<file path="src/rtl/morse_pkg.sv">
// Shared definitions for the Morse encoder: FSM states, pattern/length
// widths, element and gap durations in Morse units, and the space code.
package morse_pkg;

  // Pattern storage is six elements wide so punctuation fits when enabled.
  localparam int PAT_W = 6;
  localparam int LEN_W = 3;

  // Durations in Morse time units.
  localparam logic [LEN_W-1:0] DIT_UNITS        = 3'd1;
  localparam logic [LEN_W-1:0] DAH_UNITS        = 3'd3;
  localparam logic [LEN_W-1:0] ELEM_GAP_UNITS   = 3'd1;
  localparam logic [LEN_W-1:0] LETTER_GAP_UNITS = 3'd3;
  localparam logic [LEN_W-1:0] WORD_GAP_UNITS   = 3'd4;

  localparam logic [7:0] SPACE_CODE = 8'h20;

  typedef enum logic [2:0] {
    IDLE,
    MARK,
    ELEM_GAP,
    LETTER_GAP,
    WORD_GAP
  } state_e;

  // Left-align a pattern so the first element to send sits in the MSB.
  function automatic logic [PAT_W-1:0] align_pattern(input logic [PAT_W-1:0] pat,
                                                      input logic [LEN_W-1:0] len);
    return pat << (LEN_W'(PAT_W) - len);
  endfunction

  // Units-remaining preload for a mark: the counter holds (units - 1).
  function automatic logic [LEN_W-1:0] mark_preload(input logic is_dah);
    return is_dah ? (DAH_UNITS - 3'd1) : (DIT_UNITS - 3'd1);
  endfunction

endpackage

</file>
<file path="src/rtl/morse_rom.sv">
// Combinational character-to-Morse lookup. Patterns are right-aligned,
// 1 = dah, the most significant used bit is sent first. Lowercase letters
// fold onto uppercase. Build option: MORSE_PUNCT_EN adds '.', ',' and '?'.
module morse_rom
  import morse_pkg::*;
(
  input  logic [7:0]       letter,
  output logic [PAT_W-1:0] pattern,
  output logic [LEN_W-1:0] len,
  output logic             supported
);

  logic [7:0] folded;

  // Case-fold, then decode the ITU pattern and its element count.
  always_comb begin
    // NOTE: every output gets a default before the case so no path leaves
    // a value unassigned, which would otherwise infer a latch.
    folded    = letter;
    pattern   = '0;
    len       = '0;
    supported = 1'b1;
    if (letter >= 8'h61 && letter <= 8'h7a) begin
      folded = letter - 8'h20;
    end
    case (folded)
      "A": begin pattern = 6'b000001; len = 3'd2; end
      "B": begin pattern = 6'b001000; len = 3'd4; end
      "C": begin pattern = 6'b001010; len = 3'd4; end
      "D": begin pattern = 6'b000100; len = 3'd3; end
      "E": begin pattern = 6'b000000; len = 3'd1; end
      "F": begin pattern = 6'b000010; len = 3'd4; end
      "G": begin pattern = 6'b000110; len = 3'd3; end
      "H": begin pattern = 6'b000000; len = 3'd4; end
      "I": begin pattern = 6'b000000; len = 3'd2; end
      "J": begin pattern = 6'b000111; len = 3'd4; end
      "K": begin pattern = 6'b000101; len = 3'd3; end
      "L": begin pattern = 6'b000100; len = 3'd4; end
      "M": begin pattern = 6'b000011; len = 3'd2; end
      "N": begin pattern = 6'b000010; len = 3'd2; end
      "O": begin pattern = 6'b000111; len = 3'd3; end
      "P": begin pattern = 6'b000110; len = 3'd4; end
      "Q": begin pattern = 6'b001101; len = 3'd4; end
      "R": begin pattern = 6'b000010; len = 3'd3; end
      "S": begin pattern = 6'b000000; len = 3'd3; end
      "T": begin pattern = 6'b000001; len = 3'd1; end
      "U": begin pattern = 6'b000001; len = 3'd3; end
      "V": begin pattern = 6'b000001; len = 3'd4; end
      "W": begin pattern = 6'b000011; len = 3'd3; end
      "X": begin pattern = 6'b001001; len = 3'd4; end
      "Y": begin pattern = 6'b001011; len = 3'd4; end
      "Z": begin pattern = 6'b001100; len = 3'd4; end
      "0": begin pattern = 6'b011111; len = 3'd5; end
      "1": begin pattern = 6'b001111; len = 3'd5; end
      "2": begin pattern = 6'b000111; len = 3'd5; end
      "3": begin pattern = 6'b000011; len = 3'd5; end
      "4": begin pattern = 6'b000001; len = 3'd5; end
      "5": begin pattern = 6'b000000; len = 3'd5; end
      "6": begin pattern = 6'b010000; len = 3'd5; end
      "7": begin pattern = 6'b011000; len = 3'd5; end
      "8": begin pattern = 6'b011100; len = 3'd5; end
      "9": begin pattern = 6'b011110; len = 3'd5; end
`ifdef MORSE_PUNCT_EN
      ".": begin pattern = 6'b010101; len = 3'd6; end
      ",": begin pattern = 6'b110011; len = 3'd6; end
      "?": begin pattern = 6'b001100; len = 3'd6; end
`else
      // Punctuation falls through to unsupported in the base build.
`endif
      default: supported = 1'b0;
    endcase
  end

endmodule

</file>
<file path="src/rtl/morse_encoder.sv">
// Morse keyer: accepts one ASCII character per handshake and keys it onto
// 'signal' with standard dit/dah/gap timing; space produces a word gap.
// Build option: MORSE_PUNCT_EN (passed through to morse_rom).
// The final gap of every character includes the IDLE cycle in which the
// next character is accepted, so back-to-back characters keep an exact
// (units x UNIT_CYCLES) period with no extra dead cycle.
module morse_encoder
  import morse_pkg::*;
#(
  parameter int WIDTH       = 27,
  parameter int UNIT_CYCLES = 1000000
) (
  input  logic       clk,
  input  logic       reset,
  input  logic [7:0] letter,
  input  logic       letter_valid,
  output logic       letter_ready,
  output logic       signal,
  output logic       busy
);

  localparam logic [WIDTH-1:0] LAST_CNT   = WIDTH'(UNIT_CYCLES - 1);
  localparam logic [WIDTH-1:0] PENULT_CNT = WIDTH'((UNIT_CYCLES > 1) ? UNIT_CYCLES - 2 : 0);

  state_e             state_q, state_d;
  logic [WIDTH-1:0]   unit_cnt_q, unit_cnt_d;
  logic [LEN_W-1:0]   units_left_q, units_left_d;
  logic [PAT_W-1:0]   shift_q, shift_d;
  logic [LEN_W-1:0]   elem_left_q, elem_left_d;
  logic               signal_q, signal_d;

  logic [PAT_W-1:0]   rom_pattern;
  logic [LEN_W-1:0]   rom_len;
  logic               rom_supported;
  logic [PAT_W-1:0]   rom_aligned;

  logic               unit_end;
  logic               seg_end;
  logic               final_end;
  logic               is_space;

  morse_rom u_rom (
    .letter    (letter),
    .pattern   (rom_pattern),
    .len       (rom_len),
    .supported (rom_supported)
  );

  assign rom_aligned = align_pattern(rom_pattern, rom_len);
  assign is_space    = (letter == SPACE_CODE);

  // A unit ends on the last timer count; a segment ends on the last unit.
  // The closing gap of a character ends one cycle early so that the IDLE
  // cycle completes its final unit.
  assign unit_end  = (unit_cnt_q == LAST_CNT);
  assign seg_end   = unit_end && (units_left_q == '0);
  assign final_end = (UNIT_CYCLES == 1) ? (units_left_q == 3'd1)
                                        : ((units_left_q == '0) && (unit_cnt_q == PENULT_CNT));

  // Next-state, counter and keying logic.
  always_comb begin
    state_d      = state_q;
    unit_cnt_d   = unit_end ? '0 : unit_cnt_q + WIDTH'(1);
    units_left_d = unit_end ? units_left_q - 3'd1 : units_left_q;
    shift_d      = shift_q;
    elem_left_d  = elem_left_q;

    case (state_q)
      IDLE: begin
        unit_cnt_d   = '0;
        units_left_d = '0;
        if (letter_valid) begin
          if (is_space) begin
            state_d      = WORD_GAP;
            units_left_d = WORD_GAP_UNITS - 3'd1;
          end else if (rom_supported) begin
            state_d      = MARK;
            shift_d      = rom_aligned;
            elem_left_d  = rom_len - 3'd1;
            units_left_d = mark_preload(rom_aligned[PAT_W-1]);
          end
        end
      end

      MARK: begin
        if (seg_end) begin
          if (elem_left_q == '0) begin
            state_d      = LETTER_GAP;
            units_left_d = LETTER_GAP_UNITS - 3'd1;
          end else begin
            state_d      = ELEM_GAP;
            units_left_d = ELEM_GAP_UNITS - 3'd1;
            shift_d      = shift_q << 1;
            elem_left_d  = elem_left_q - 3'd1;
          end
        end
      end

      ELEM_GAP: begin
        if (seg_end) begin
          state_d      = MARK;
          units_left_d = mark_preload(shift_q[PAT_W-1]);
        end
      end

      LETTER_GAP, WORD_GAP: begin
        if (final_end) begin
          state_d      = IDLE;
          unit_cnt_d   = '0;
          units_left_d = '0;
        end
      end

      default: state_d = IDLE;
    endcase

    signal_d = (state_d == MARK);
  end

  // State and datapath registers with synchronous reset.
  always_ff @(posedge clk) begin
    // NOTE: non-blocking assignments so every register updates from the
    // values present before the edge, independent of statement order.
    if (reset) begin
      state_q      <= IDLE;
      unit_cnt_q   <= '0;
      units_left_q <= '0;
      shift_q      <= '0;
      elem_left_q  <= '0;
      signal_q     <= 1'b0;
    end else begin
      state_q      <= state_d;
      unit_cnt_q   <= unit_cnt_d;
      units_left_q <= units_left_d;
      shift_q      <= shift_d;
      elem_left_q  <= elem_left_d;
      signal_q     <= signal_d;
    end
  end

  assign letter_ready = (state_q == IDLE);
  assign busy         = (state_q != IDLE);
  assign signal       = signal_q;

endmodule
</file>
<file path="config.mk">
export PLATFORM = sky130hd
export DESIGN_NAME = morse_encoder
export DESIGN_NICKNAME = d
export VERILOG_FILES = /design/src/rtl/morse_pkg.sv /design/src/rtl/morse_rom.sv /design/src/rtl/morse_encoder.sv
export SDC_FILE = /design/constraint.sdc
export NUM_CORES = 1
export LEC_CHECK = 0
export CORE_AREA = 4 4 82 84
export CTS_BUF_LIST = sky130_fd_sc_hd__clkbuf_4 sky130_fd_sc_hd__clkbuf_8
export DETAILED_ROUTE_END_ITERATION = 12
export DIE_AREA = 0 0 86 88
export PLACE_DENSITY_LB_ADDON = 0.1
export SETUP_SLACK_MARGIN = 0.1
export SYNTH_ARGS = -nofsm -noshare
export SYNTH_HDL_FRONTEND = slang
export SYNTH_SLANG_ARGS = --single-unit
</file>
<file path="constraint.sdc">
create_clock -name clk -period 7.1 [get_ports clk]
set_input_delay 1.065 -clock clk [delete_from_list [all_inputs] [get_ports clk]]
set_output_delay 1.065 -clock clk [all_outputs]
set_load 0.1 [all_outputs]
</file>
==> summary.md <==
| Metric | Value |
|---|---|
| Design area | `3140 sq um` |
| IO Port Bufs | `13` |
| Endpoints failing hold | `0` |
| Drt wl/cell | `13.3 um` |
| CP delay by family, top | `buffers and inverters` |
| Post-CTS Repair Setup Buffers | `0` |
| Post-synth ARST share | `0%` |
| I/O pin cnt | `14` |
| Post-synthesis net count | `398` |
| Power per cell area | `161 nW/um^2` |
| Post-route insts no fill | `454` |
| Crit-path max FO | `26` |
| Nets | `397` |
| Distinct cells, synth | `69` |
| Share of layout cells above drive strength 1 | `6.33%` |
| Register area share after synthesis | `29.5%` |
| WL met2 | `2.91 mm` |
| Max stage delay on crit path | `980 ps` |
| Die area | `7570 sq um` |
| FMAX | `0.245 GHz` |
| Setup CP Type | `in2reg` |
| Fin crit period | `4090 ps` |
| R2r startpoint | `unit_cnt_q[8]$_SDFF_PP0_` |
| Synth warn | `0` |
| First-pass iteration count of the detailed router | `4` |
| Tightest Pin Transition | `965 ps` |
| Global Route Usage Sum | `17.3%` |
| Post-CTS Hold Fix Bufs | `0` |
| Worst Setup Slack, final | `3010 ps` |
| DRC | `0` |
| Register-to-register setup slack | `4230 ps` |
| RR Endpoint | `unit_cnt_q[4]$_SDFF_PP0_` |
| Initial antenna violation count | `0` |
| Crit start category | `input pin` |
| R2R depth | `7` |
| Synth top area cells | `dfxtp_1, nor2_1, xor2_1` |
| H-tree Lvls | `2` |
| RSZ-0062 raised after global routing | `no` |
| Design Power | `505 uW` |
| Synth Flop Type | `dfxtp_1` |
| Vias in the first global route | `2495` |
| Via/cell ratio | `5.77` |
| # setup viols final | `0` |
| Top cells by count, synth | `nor2_1, dfxtp_1, nand2_1` |
| Antenna-violating nets left | `0` |
| Final period utilization | `57.6%` |
| Clock slew at reported path FFs | `90 ps` |
| DR iter-0 viols | `68` |
| Crit path launch | `letter[3]` |
| Post-CTS resize count | `0` |
| Dpl cell area | `3020 sq um` |
| Cells after synthesis | `379` |
| Crit-path cells | `clkdlybuf4s50_1 -> nand2_1 -> o311a_1 -> a21oi_1 -> nor4_1 -> buf_4 -> nor2_1 -> inv_1 -> o2111ai_1 -> a31oi_1` |
| Clock tree from TritonCTS | `done` |
| Starting Density | `49.2%` |
| Die Ht | `88 um` |
| Worst clock skew | `8.39 ps` |
| Met3 wire len | `164 um` |
| CP required | `7270 ps` |
| IR Drop Worst-Case VDD | `132 uV` |
| Yosys reg bits | `43` |
| EDFF count, synth | `0` |
| Hold Path Class | `reg2reg` |
| Via Count | `2620` |
| Yosys top cell area share | `29.5%` |
| Critical Path End | `elem_left_q[2]$_SDFFE_PP0P_` |
| Final HPWL DP | `4.39 mm` |
| Cell Rows | `28` |
| Rel. slew slack | `35.5%` |
| Max Cap Viol | `0` |
| Global-route wire length before repair | `10.8 mm` |
| Count leader, synth | `nor2_1` |
| Deepest clock path buffer count | `2` |
| # clock sinks | `43` |
| GPL Wtd Cong | `0.902` |
| Gr ovfl total | `0` |
| Crit path max-delay cell type | `clkdlybuf4s50_1` |
| Post-Route M1 WL | `2.86 mm` |
| Dpl cells | `446` |
| CTS root buffer | `clkbuf_8` |
| TNS Setup | `0 ps` |
| Die Wd | `86 um` |
| Mean Syn Cell Area | `7.69 sq um` |
| Setup slack at placement | `2740 ps` |
| Finished Core Util | `53.0%` |
| Crit path arrival time | `4260 ps` |
| Final WL | `6.06 mm` |
| Setup crit end kind | `flop` |
| Largest net degree at the start of global routing | `28` |
| # diodes | `0` |
| P_leak | `1.13 nW` |
| CORE AREA | `5920 sq um` |
| Cts bufs inserted | `5` |
| Min Hold Slack | `466 ps` |
| Critical Path Stages | `10` |
| Buf/Inv on CP | `3` |
| Synth area leader | `dfxtp_1` |
| Syn-to-layout area delta | `7.60%` |
| Cell Area, Synth | `2910 sq um` |
| Status | `complete, no violations` |
| Max Slew Vio Count | `0` |
| Clk Latency, worst-skew pair | `300 ps` |
| DR top layer | `met4` |
-- logic make-up (layout without fill, tap and decap cells) --
| logic type | after synthesis | in the layout | share of synthesized area [%] |
|---|---|---|---|
| adders and majority gates | 8 | 8 | 3.44 |
| xor gates and xnor gates | 24 | 24 | 7.47 |
| muxes | 7 | 7 | 2.62 |
| DFF | 43 | 43 | 29.5 |
| AOI/OAI and AO/OA | 83 | 83 | 18.2 |
| buffers and inverters | 37 | 37 | 6.23 |
| and+or+nand+nor | 177 | 177 | 32.5 |
-- cell usage in the layout, fill, tap and decap left out, drive strengths merged, types with 2 or more instances in the layout --
cell           count
clkbuf             5
or4b               2
nor4               4
xnor2              8
nor3              13
clkdlybuf4s50     13
and4               3
xor2              16
nand4              9
or3                5
and2               6
mux2i              5
nand3             11
o22ai              5
nor2              52
o21a               4
and3              11
nand2             36
mux2               2
o21ai             21
dfxtp             43
nor4b              3
a21oi             22
a22oi              4
nor2b              5
inv               16
a21o               3
a221oi             2
ha                 8
nand2b             6
or2                3
and4b              2
a31oi              7
a2111oi            2
a211oi             2
-- worst reg2reg max path, cell delays in order (launching register included) --
cell	delay, ps
dfxtp_1	370
or4b_4	560
nor4_4	330
nand3_2	210
or2_0	280
a21oi_1	140
or4_1	710
nor2_1	130
-- power breakdown --
part           total, mW  leakage (nW)  internal, mW  switching (mW)
clock              0.195        0.0548         0.106          0.0892
combinational     0.0647         0.729        0.0245          0.0402
sequential         0.246         0.347         0.243         0.00214
-- layer usage --
metal  vias up  GRT usage (%)
li1       1353              -
met1      1211           21.1
met2        41           30.5
met3        15           3.10
met4         0           6.33
met5         -              0
-- state kept, by name, indices dropped and copies added, names as in the netlist --
register      flops
unit_cnt_q       27
shift_q           6
elem_left_q       3
state_q           3
units_left_q      3
signal            1
-- worst min path at each step --
stage / start / end / slack (ps) / cells after the start
6_report: shift_q[0]$_SDFFE_PP0P_ / shift_q[0]$_SDFFE_PP0P_ / 470 / 2
3_5_place_dp: shift_q[0]$_SDFFE_PP0P_ / shift_q[0]$_SDFFE_PP0P_ / 450 / 2
3_3_place_gp: shift_q[0]$_SDFFE_PP0P_ / shift_q[0]$_SDFFE_PP0P_ / 460 / 2
4_1_cts: shift_q[0]$_SDFFE_PP0P_ / shift_q[0]$_SDFFE_PP0P_ / 470 / 2
2_1_floorplan: shift_q[0]$_SDFFE_PP0P_ / shift_q[0]$_SDFFE_PP0P_ / 430 / 2
5_1_grt: shift_q[0]$_SDFFE_PP0P_ / shift_q[0]$_SDFFE_PP0P_ / 500 / 2
-- area by class of cell --
class / instances / area (sq um)
clock inverter: 3 / 46.3
inverter: 15 / 56.3
clock buffer: 5 / 68.8
multi-input combinational: 299 / 1870
sequential: 43 / 861
fill: 573 / 2790
timing repair buffer: 14 / 138
tap: 75 / 93.8
Note: power is estimated with default switching activity, not from simulation.
